===== config.mk =====
export PLATFORM = sky130hd
export DESIGN_NAME = fetch_sequencer
export DESIGN_NICKNAME = d
export VERILOG_FILES = /design/src/rtl/fetch_pkg.sv /design/src/rtl/fetch_pc_reg.sv /design/src/rtl/fetch_sequencer.sv
export SDC_FILE = /design/constraint.sdc
export NUM_CORES = 1
export LEC_CHECK = 0
export CAP_MARGIN = 10
export CORE_ASPECT_RATIO = 1.1
export CORE_MARGIN = 8
export CORE_UTILIZATION = 36
export CTS_CLUSTER_SIZE = 28
export DETAILED_ROUTE_END_ITERATION = 8
export PLACE_DENSITY = 0.78
export RECOVER_POWER = 25
export SYNTH_ARGS = -nofsm -noshare
export SYNTH_HDL_FRONTEND = slang
export SYNTH_SLANG_ARGS = --single-unit

===== constraint.sdc =====
create_clock -name Clk -period 1.8 [get_ports Clk]
set_input_delay 0.18 -clock Clk [delete_from_list [all_inputs] [get_ports Clk]]
set_output_delay 0.18 -clock Clk [all_outputs]
set_load 0.03 [all_outputs]

===== src/rtl/fetch_pkg.sv =====
// Shared types and constants for the instruction-fetch sequencer.
package fetch_pkg;

    localparam int          INSTR_BYTES = 4;
    localparam int          PC_WIDTH    = 32;
    localparam logic [31:0] NOP         = 32'h0000_0000;

    typedef enum logic [1:0] {
        BOOT  = 2'd0,
        RUN   = 2'd1,
        STALL = 2'd2,
        HALT  = 2'd3
    } fetch_state_e;

endpackage


===== src/rtl/fetch_pc_reg.sv =====
// Program counter register with reset / redirect / advance / hold selection.
module fetch_pc_reg
    import fetch_pkg::*;
#(
    parameter logic [PC_WIDTH-1:0] RESET_PC = '0
) (
    input  logic                clk,
    input  logic                srst,
    input  logic                redirect_i,
    input  logic [PC_WIDTH-1:0] target_i,
    input  logic                advance_i,
    output logic [PC_WIDTH-1:0] pc_o,
    output logic [PC_WIDTH-1:0] pc_inc_o
);

    logic [PC_WIDTH-1:0] pc_q;
    logic [PC_WIDTH-1:0] pc_d;

    // Plain 32-bit add: the PC wraps from the top of the address space to 0.
    assign pc_inc_o = pc_q + PC_WIDTH'(INSTR_BYTES);
    assign pc_o     = pc_q;

    always_comb begin
        pc_d = pc_q;
        if (redirect_i) begin
            pc_d = target_i & ~PC_WIDTH'(INSTR_BYTES - 1);
        end else if (advance_i) begin
            pc_d = pc_inc_o;
        end
    end

    always_ff @(posedge clk) begin
        if (srst) begin
            pc_q <= RESET_PC;
        end else begin
            pc_q <= pc_d;
        end
    end

endmodule


===== src/rtl/fetch_sequencer.sv =====
// Fetch controller: FSM, IF/ID register and optional performance counters.
// Counters are built only when FETCH_PERF_CNT_EN is defined; otherwise they read 0.
module fetch_sequencer
    import fetch_pkg::*;
#(
    parameter logic [31:0] RESET_PC = 32'h0000_0000,
    parameter int          IM_WORDS = 256
) (
    input  logic        Clk,
    input  logic        Reset,
    input  logic        Stall,
    input  logic        Flush,
    input  logic        BranchTaken,
    input  logic [31:0] BranchTarget,
    input  logic        HaltReq,
    input  logic [31:0] IMInstruction,
    output logic [31:0] IMAddress,
    output logic [31:0] InstructionOut,
    output logic [31:0] PCPlus4Out,
    output logic        ValidOut,
    output logic        Halted,
    output logic [31:0] FetchCount,
    output logic [31:0] StallCount,
    output logic [31:0] FlushCount
);

    if ((RESET_PC & 32'h3) != 32'h0 || IM_WORDS < 1) begin : g_bad_cfg
        $error("fetch_sequencer: RESET_PC must be word aligned and IM_WORDS positive");
    end

    fetch_state_e state_q, state_d;
    logic [31:0]  instr_q, instr_d;
    logic [31:0]  pc4_q, pc4_d;
    logic         valid_q, valid_d;
    logic         redirect;
    logic         advance;
    logic [31:0]  pc;
    logic [31:0]  pc_inc;

    fetch_pc_reg #(
        .RESET_PC (RESET_PC)
    ) u_pc_reg (
        .clk        (Clk),
        .srst       (Reset),
        .redirect_i (redirect),
        .target_i   (BranchTarget),
        .advance_i  (advance),
        .pc_o       (pc),
        .pc_inc_o   (pc_inc)
    );

    always_comb begin
        state_d  = state_q;
        instr_d  = instr_q;
        pc4_d    = pc4_q;
        valid_d  = valid_q;
        redirect = 1'b0;
        advance  = 1'b0;
        case (state_q)
            BOOT: state_d = HaltReq ? HALT : RUN;
            RUN, STALL: begin
                if (HaltReq) begin
                    state_d = HALT;
                    valid_d = 1'b0;
                end else if (BranchTaken) begin
                    // Whatever is in IF/ID is wrong-path once we redirect.
                    state_d  = RUN;
                    redirect = 1'b1;
                    valid_d  = 1'b0;
                end else if (Stall) begin
                    state_d = STALL;
                    if (Flush) begin
                        valid_d = 1'b0;
                    end
                end else begin
                    state_d = RUN;
                    advance = 1'b1;
                    instr_d = IMInstruction;
                    pc4_d   = pc_inc;
                    valid_d = ~Flush;
                end
            end
            default: state_d = state_q;
        endcase
    end

    always_ff @(posedge Clk) begin
        if (Reset) begin
            state_q <= BOOT;
            instr_q <= NOP;
            pc4_q   <= '0;
            valid_q <= 1'b0;
        end else begin
            state_q <= state_d;
            instr_q <= instr_d;
            pc4_q   <= pc4_d;
            valid_q <= valid_d;
        end
    end

    assign IMAddress      = pc;
    assign InstructionOut = instr_q;
    assign PCPlus4Out     = pc4_q;
    assign ValidOut       = valid_q;
    assign Halted         = (state_q == HALT);

`ifdef FETCH_PERF_CNT_EN
    logic        active;
    logic        fetch_evt;
    logic        stall_evt;
    logic        flush_evt;
    logic [31:0] fetch_cnt_q;
    logic [31:0] stall_cnt_q;
    logic [31:0] flush_cnt_q;

    assign active    = (state_q == RUN) || (state_q == STALL);
    assign fetch_evt = advance && !Flush;
    assign stall_evt = active && Stall;
    // Halt outranks everything, so a flush or redirect alongside HaltReq is not counted.
    assign flush_evt = active && !HaltReq && (BranchTaken || Flush);

    always_ff @(posedge Clk) begin
        if (Reset) begin
            fetch_cnt_q <= '0;
            stall_cnt_q <= '0;
            flush_cnt_q <= '0;
        end else begin
            if (fetch_evt) fetch_cnt_q <= fetch_cnt_q + 32'd1;
            if (stall_evt) stall_cnt_q <= stall_cnt_q + 32'd1;
            if (flush_evt) flush_cnt_q <= flush_cnt_q + 32'd1;
        end
    end

    assign FetchCount = fetch_cnt_q;
    assign StallCount = stall_cnt_q;
    assign FlushCount = flush_cnt_q;
`else
    assign FetchCount = '0;
    assign StallCount = '0;
    assign FlushCount = '0;
`endif

endmodule


Word-level counts from Yosys, hierarchy flattened

Cells that the tools add are included.

Register bits: 99
Word-level logic and storage cells: 40

Add/sub/neg operators: 1
Equality and inequality tests: 4
Multiplexer cells: 18
Bitwise operators: 4
Reductions and logical operators: 7

Operators with widths:

| cell                    | count |
|---|---|
| $mux W32                | 2 |
| $add A32 B3 Y32 const B | 1 |
| $mux W1                 | 11 |
| $mux W2                 | 4 |
| $eq A2 B2 Y1 const B    | 2 |
| $ne A4 B1 Y1 const B    | 1 |
| $not A1 Y1              | 4 |
| $pmux W2 S2             | 1 |
| $reduce_and A4 Y1       | 1 |
| $reduce_bool A2 Y1      | 2 |
| $reduce_or A2 Y1        | 2 |
| $eq A2 B1 Y1 const B    | 1 |
| $logic_not A2 Y1        | 1 |
| $reduce_and A2 Y1       | 1 |

Logic depth before layout (Yosys ltp)

Depth after elaboration: 6
Gate-level depth with buffers: 8
Gate-level depth less buffers: 6

Modules after synthesis

A second synthesis with hierarchy kept.

Cell total of the unflattened synthesis: 708
Area total of the unflattened synthesis: 5,534.1 sq um

Modules (own cells, without submodules):

| module          | instances | cells an instance | area an instance (sq um) |
|---|---|---|---|
| fetch_sequencer | 1         | 393               | 3,116.7 |
| fetch_pc_reg    | 1         | 315               | 2,417.3 |

Worst setup path after synthesis

No wires, ideal clock.

Kind: register to register
Start point: reg u_pc_reg.pc_q[2], in the netlist u_pc_reg.pc_o[2]
End point: reg u_pc_reg.pc_q[28], in the netlist u_pc_reg.pc_o[28]
Library setup time: 0.074 ns
Arrival: 2.078 ns
Setup slack: -0.352 ns
Cell stages (with the launch flop): 7
Path through: dfxtp_1 -> ha_1 -> nand4_1 -> nor4_4 -> nand3_1 -> or3_1 -> a31oi_1

Word-level cells in the longest chain between the ends: 3

RTL lines:

| what                   | RTL line           | RTL |
|---|---|---|
| start, declared        | fetch_pc_reg.sv:16 | `logic [PC_WIDTH-1:0] pc_q;` |
| start signal, assigned | fetch_pc_reg.sv:36 | `pc_q <= pc_d;` |
| $add A32 B3 Y32        | fetch_pc_reg.sv:20 | `assign pc_inc_o = pc_q + PC_WIDTH'(INSTR_BYTES);` |
| $mux W32               | fetch_pc_reg.sv:27 | `end else if (advance_i) begin` |
| $mux W32               | fetch_pc_reg.sv:25 | `if (redirect_i) begin` |

Every way passes these cells. The select of a mux whose other input is x is not followed.
A chain may end at the register's enable or synchronous reset.

Worst setup path in the final report

Start point: reg state_q[1]
End point: reg u_pc_reg.pc_q[18], in the netlist u_pc_reg.pc_o[18]

Word-level cells in the longest chain between the ends: 4
Elaborated cells on any way between the ends: 7

RTL lines:

| what                                           | RTL line              | RTL |
|---|---|---|
| start, declared                                | fetch_sequencer.sv:31 | `fetch_state_e state_q, state_d;` |
| start signal, assigned                         | fetch_sequencer.sv:94 | `state_q <= state_d;` |
| $eq A2 B1 Y1 or $eq A2 B2 Y1 (tied branches)   | fetch_sequencer.sv:59 | `case (state_q)` |
| $reduce_or A2 Y1 (*)                           | fetch_sequencer.sv:59 |  |
| $mux W1                                        | fetch_sequencer.sv:59 |  |
| $mux W32 or $reduce_bool A2 Y1 (tied branches) | --                    |  |

Mark *: on every way between the ends. The rest lies on a longest branch, timed or not.

==> run metrics <==
n_diodes 0; clock buffer depth 2; CTS clk-pin slew, worst paths approximately 0.070 ns; pre-CTS setup slack -0.228 ns; Mapped Area 4920 sq um; Arrival @ worst endpoint slightly above 2 ns; worst clock skew between 0.005 and 0.006 ns; Cell Rows 45; Yosys reg bits 95; antenna-violating nets left 0; Worst-Skew Late Latency approximately 0.35 ns; ys flop type dfxtp_1; Post-layout nets 885; slowest cell delay on critical path 0.34 ns; VDD IR max about 0.36 mV; CP Capture Type flop; GRT Overall Usage 0.187; grt ovf 0; Netlist cell types 46; Worst Path Required ~2 ns; die area 17,700 sq um; CTS sink count 95; final worst-path cycle share 0.994; count leader, synth buf_4; GP Congestion roughly 0.86; WHS ~0.23 ns; Post-DP HPWL roughly 13,000 um; # setup viols final 0; Post-route DRC 0; final worst setup slack 0.0102 ns; startpoint types flop; DRT Pass-1 Iters 5; Die X about 130 um; Switch Pwr 1.67 mW; status finished clean; Post-synth EDFFs 0; Cells after Synth slightly above 600; hold_sp Reset; initial antenna violation count 0; Mean Syn Cell Area 8.14 sq um; Worst Hold Class in2reg; # IOs 264; top post-synthesis cells by area dfxtp_1 39%, buf_4 15%, nand2_1 7.0%; PD cells around 760 nW/um^2; r2r startpoint state_q[1]$_SDFFE_PP0P_; Post-CTS Hold Buffers 0; clock group share of total power 0.368; PortBufs about 160; RSZ-0062 raised after global routing yes; Cell Int Power approximately 3.8 mW; register area share after synthesis 0.386; first-pass GRT wire length between 20,000 and 30,000 um; H-tree depth 3; Storage cell area 1940 sq um; R2R Setup Slk slightly above 0.01 ns; Seq pwr share 0.409; fraction of layout cells with a size suffix above 1 0.152; Most common cell on crit path buf_6; Synth area leader dfxtp_1; Final Max Tran Viols 0; # fillers roughly 1,300; drt first-iter violations between 300 and 400; worst hold stages 4; Crit Path Max Fanout 6; Layout Utilization 0.537; leakage power between 2 and 3 nW; FFs w/ async S/R, synth 0; area of the multi-input gates 2560 sq um; TNS Setup 0 ns; CP Class reg2reg; TritonCTS buffer count 9; Sw Share 0.303; max cap viols 0; Combinational Power Share 0.223; core footprint approximately 14,000 sq um; CP max-delay cell dfxtp_2; Die Ht around 140 um; root buffer cell clkbuf_16; CTS tree done; vias in the first global route between 4,000 and 5,000; RR Endpoint u_pc_reg.pc_o[18]$_SDFFE_PP0P_; worst r2r path cells 7; largest net degree at the start of global routing 35; f_max ~560 MHz; via count between 4,000 and 5,000; Synth top cells by count 100 x buf_4, 95 x dfxtp_1, 92 x nand2_1, 67 x a21oi_1, 30 x clkbuf_1; Avg WL per Cell 17.0 um; via-per-instance ratio around 4.8; top cell type's share of synthesized area 0.386; Hold EP PCPlus4Out[13]$_SDFFE_PP0P_; worst-path cell chain ha_4 -> buf_6 -> nor4b_4 -> buf_6 -> nand2_2 -> buf_6 -> o311ai_0; YS warnings 0; Fin. Hold Viols 0; total power draw between 5 and 6 mW; Initial Utilization 0.363; layout overhead on the synthesized area 47.9%; minimum clock period ~1.8 ns; Total Wirelength roughly 17,000 um
-- metal layers --
| metal | GRT usage | vias to the layer above | part of all wire |
|---|---|---|---|
| met5 | 0 | - | 0 |
| met4 | 0.0834 | 0 | 0.032 |
| met3 | 0.0858 | 34 | 0.11 |
| met2 | 0.317 | 241 | 0.49 |
| met1 | 0.194 | 2281 | 0.37 |
| li1 | - | 2316 | - |
-- how the worst max path moves through the flow --
stage	startpoint	endpoint	slack (ns)
detailed placement	BranchTaken	u_pc_reg.pc_o[31]$_SDFFE_PP0P_	-0.23
CTS	state_q[1]$_SDFFE_PP0P_	PCPlus4Out[2]$_SDFFE_PP0P_	-0.005
floorplan	u_pc_reg.pc_o[4]$_SDFFE_PP0P_	u_pc_reg.pc_o[17]$_SDFFE_PP0P_	-0.07
global route	u_pc_reg.pc_o[3]$_SDFFE_PP0P_	u_pc_reg.pc_o[28]$_SDFFE_PP0P_	-0.04
finish	state_q[1]$_SDFFE_PP0P_	u_pc_reg.pc_o[18]$_SDFFE_PP0P_	0.01
global placement	BranchTaken	u_pc_reg.pc_o[31]$_SDFFE_PP0P_	-0.17
-- kinds of logic (layout without fill, tap and decap cells) --
family | after synthesis | count (layout) | share of synthesized area
fa+ha+maj | 3 | 3 | 0.00763
simple gates | 184 | 184 | 0.188
flops | 95 | 95 | 0.386
other cells | 1 | 100 | 0.000762
xor+xnor | 26 | 26 | 0.0463
buf+inv | 142 | 255 | 0.186
mux | 1 | 1 | 0.00203
compound gates | 153 | 153 | 0.184
-- placed cells by master, fill, tap and decap left out, types with 3 or more instances in the layout --
master,n
a22oi_1,19
a31oi_1,6
dfxtp_2,9
nor3_2,3
and4_1,4
buf_6,5
conb_1,100
nor2_1,24
buf_2,3
o311ai_1,3
o211ai_1,3
and2_1,3
xor2_1,17
buf_12,4
inv_1,5
nand4_1,14
nand2_1,91
o21ai_0,27
buf_4,61
dfxtp_1,78
dfxtp_4,8
a21oi_1,67
a211oi_1,6
clkbuf_1,4
nor3_1,4
nor4_4,3
a221oi_1,4
and3_1,6
nand3_1,15
xnor2_1,9
clkbuf_16,10
clkdlybuf4s50_1,155
o22ai_1,10
-- state kept, by name (all words and copies together), names as in the netlist --
register / count
InstructionOut: 32
PCPlus4Out: 30
ValidOut: 1
state_q: 2
u_pc_reg.pc_o: 30
-- power by group through the flow --
stage	combinational [mW]	sequential, mW	clock, mW
2_1_floorplan	0.701	2.45	0
6_report	1.22	2.25	2.02
3_5_place_dp	1.18	2.30	0
4_1_cts	1.20	2.25	2.07
5_1_grt	1.30	2.26	2.16
3_3_place_gp	1.17	2.29	0
-- timing repair --
action	4_1_cts	5_1_grt
buffers inserted	1	5
resized for setup	16	16
pin swaps	1	9
endpoints found under the setup margin	67	62
cloned	1	1
-- worst max-delay path: cells and delay by family (launching register included) --
family | cells | cell delay, ns
AO/OA/AOI/OAI | 1 | 0.33
adder cells (fa/ha/maj) | 1 | 0.27
buffers and inverters | 3 | 0.43
flip-flops | 1 | 0.34
AND/OR/NAND/NOR | 2 | 0.29
-- layout make-up --
cell class,instances,share of cell area
multi-input cells,467,0.352
inverters,5,0.00258
flip-flops and latches,95,0.267
repair buffers,234,0.304
clock buffers,13,0.0373
well taps,188,0.0323
clock inverters,3,0.00550
-- per-stage QoR --
stage	instances	area, sq um
after floorplan	704	5380
after global placement	981	6820
after detailed placement	981	6820
after CTS	999	7190
after global routing	1005	7280
final	1005	7280
Power figures use the tool's default switching activity.
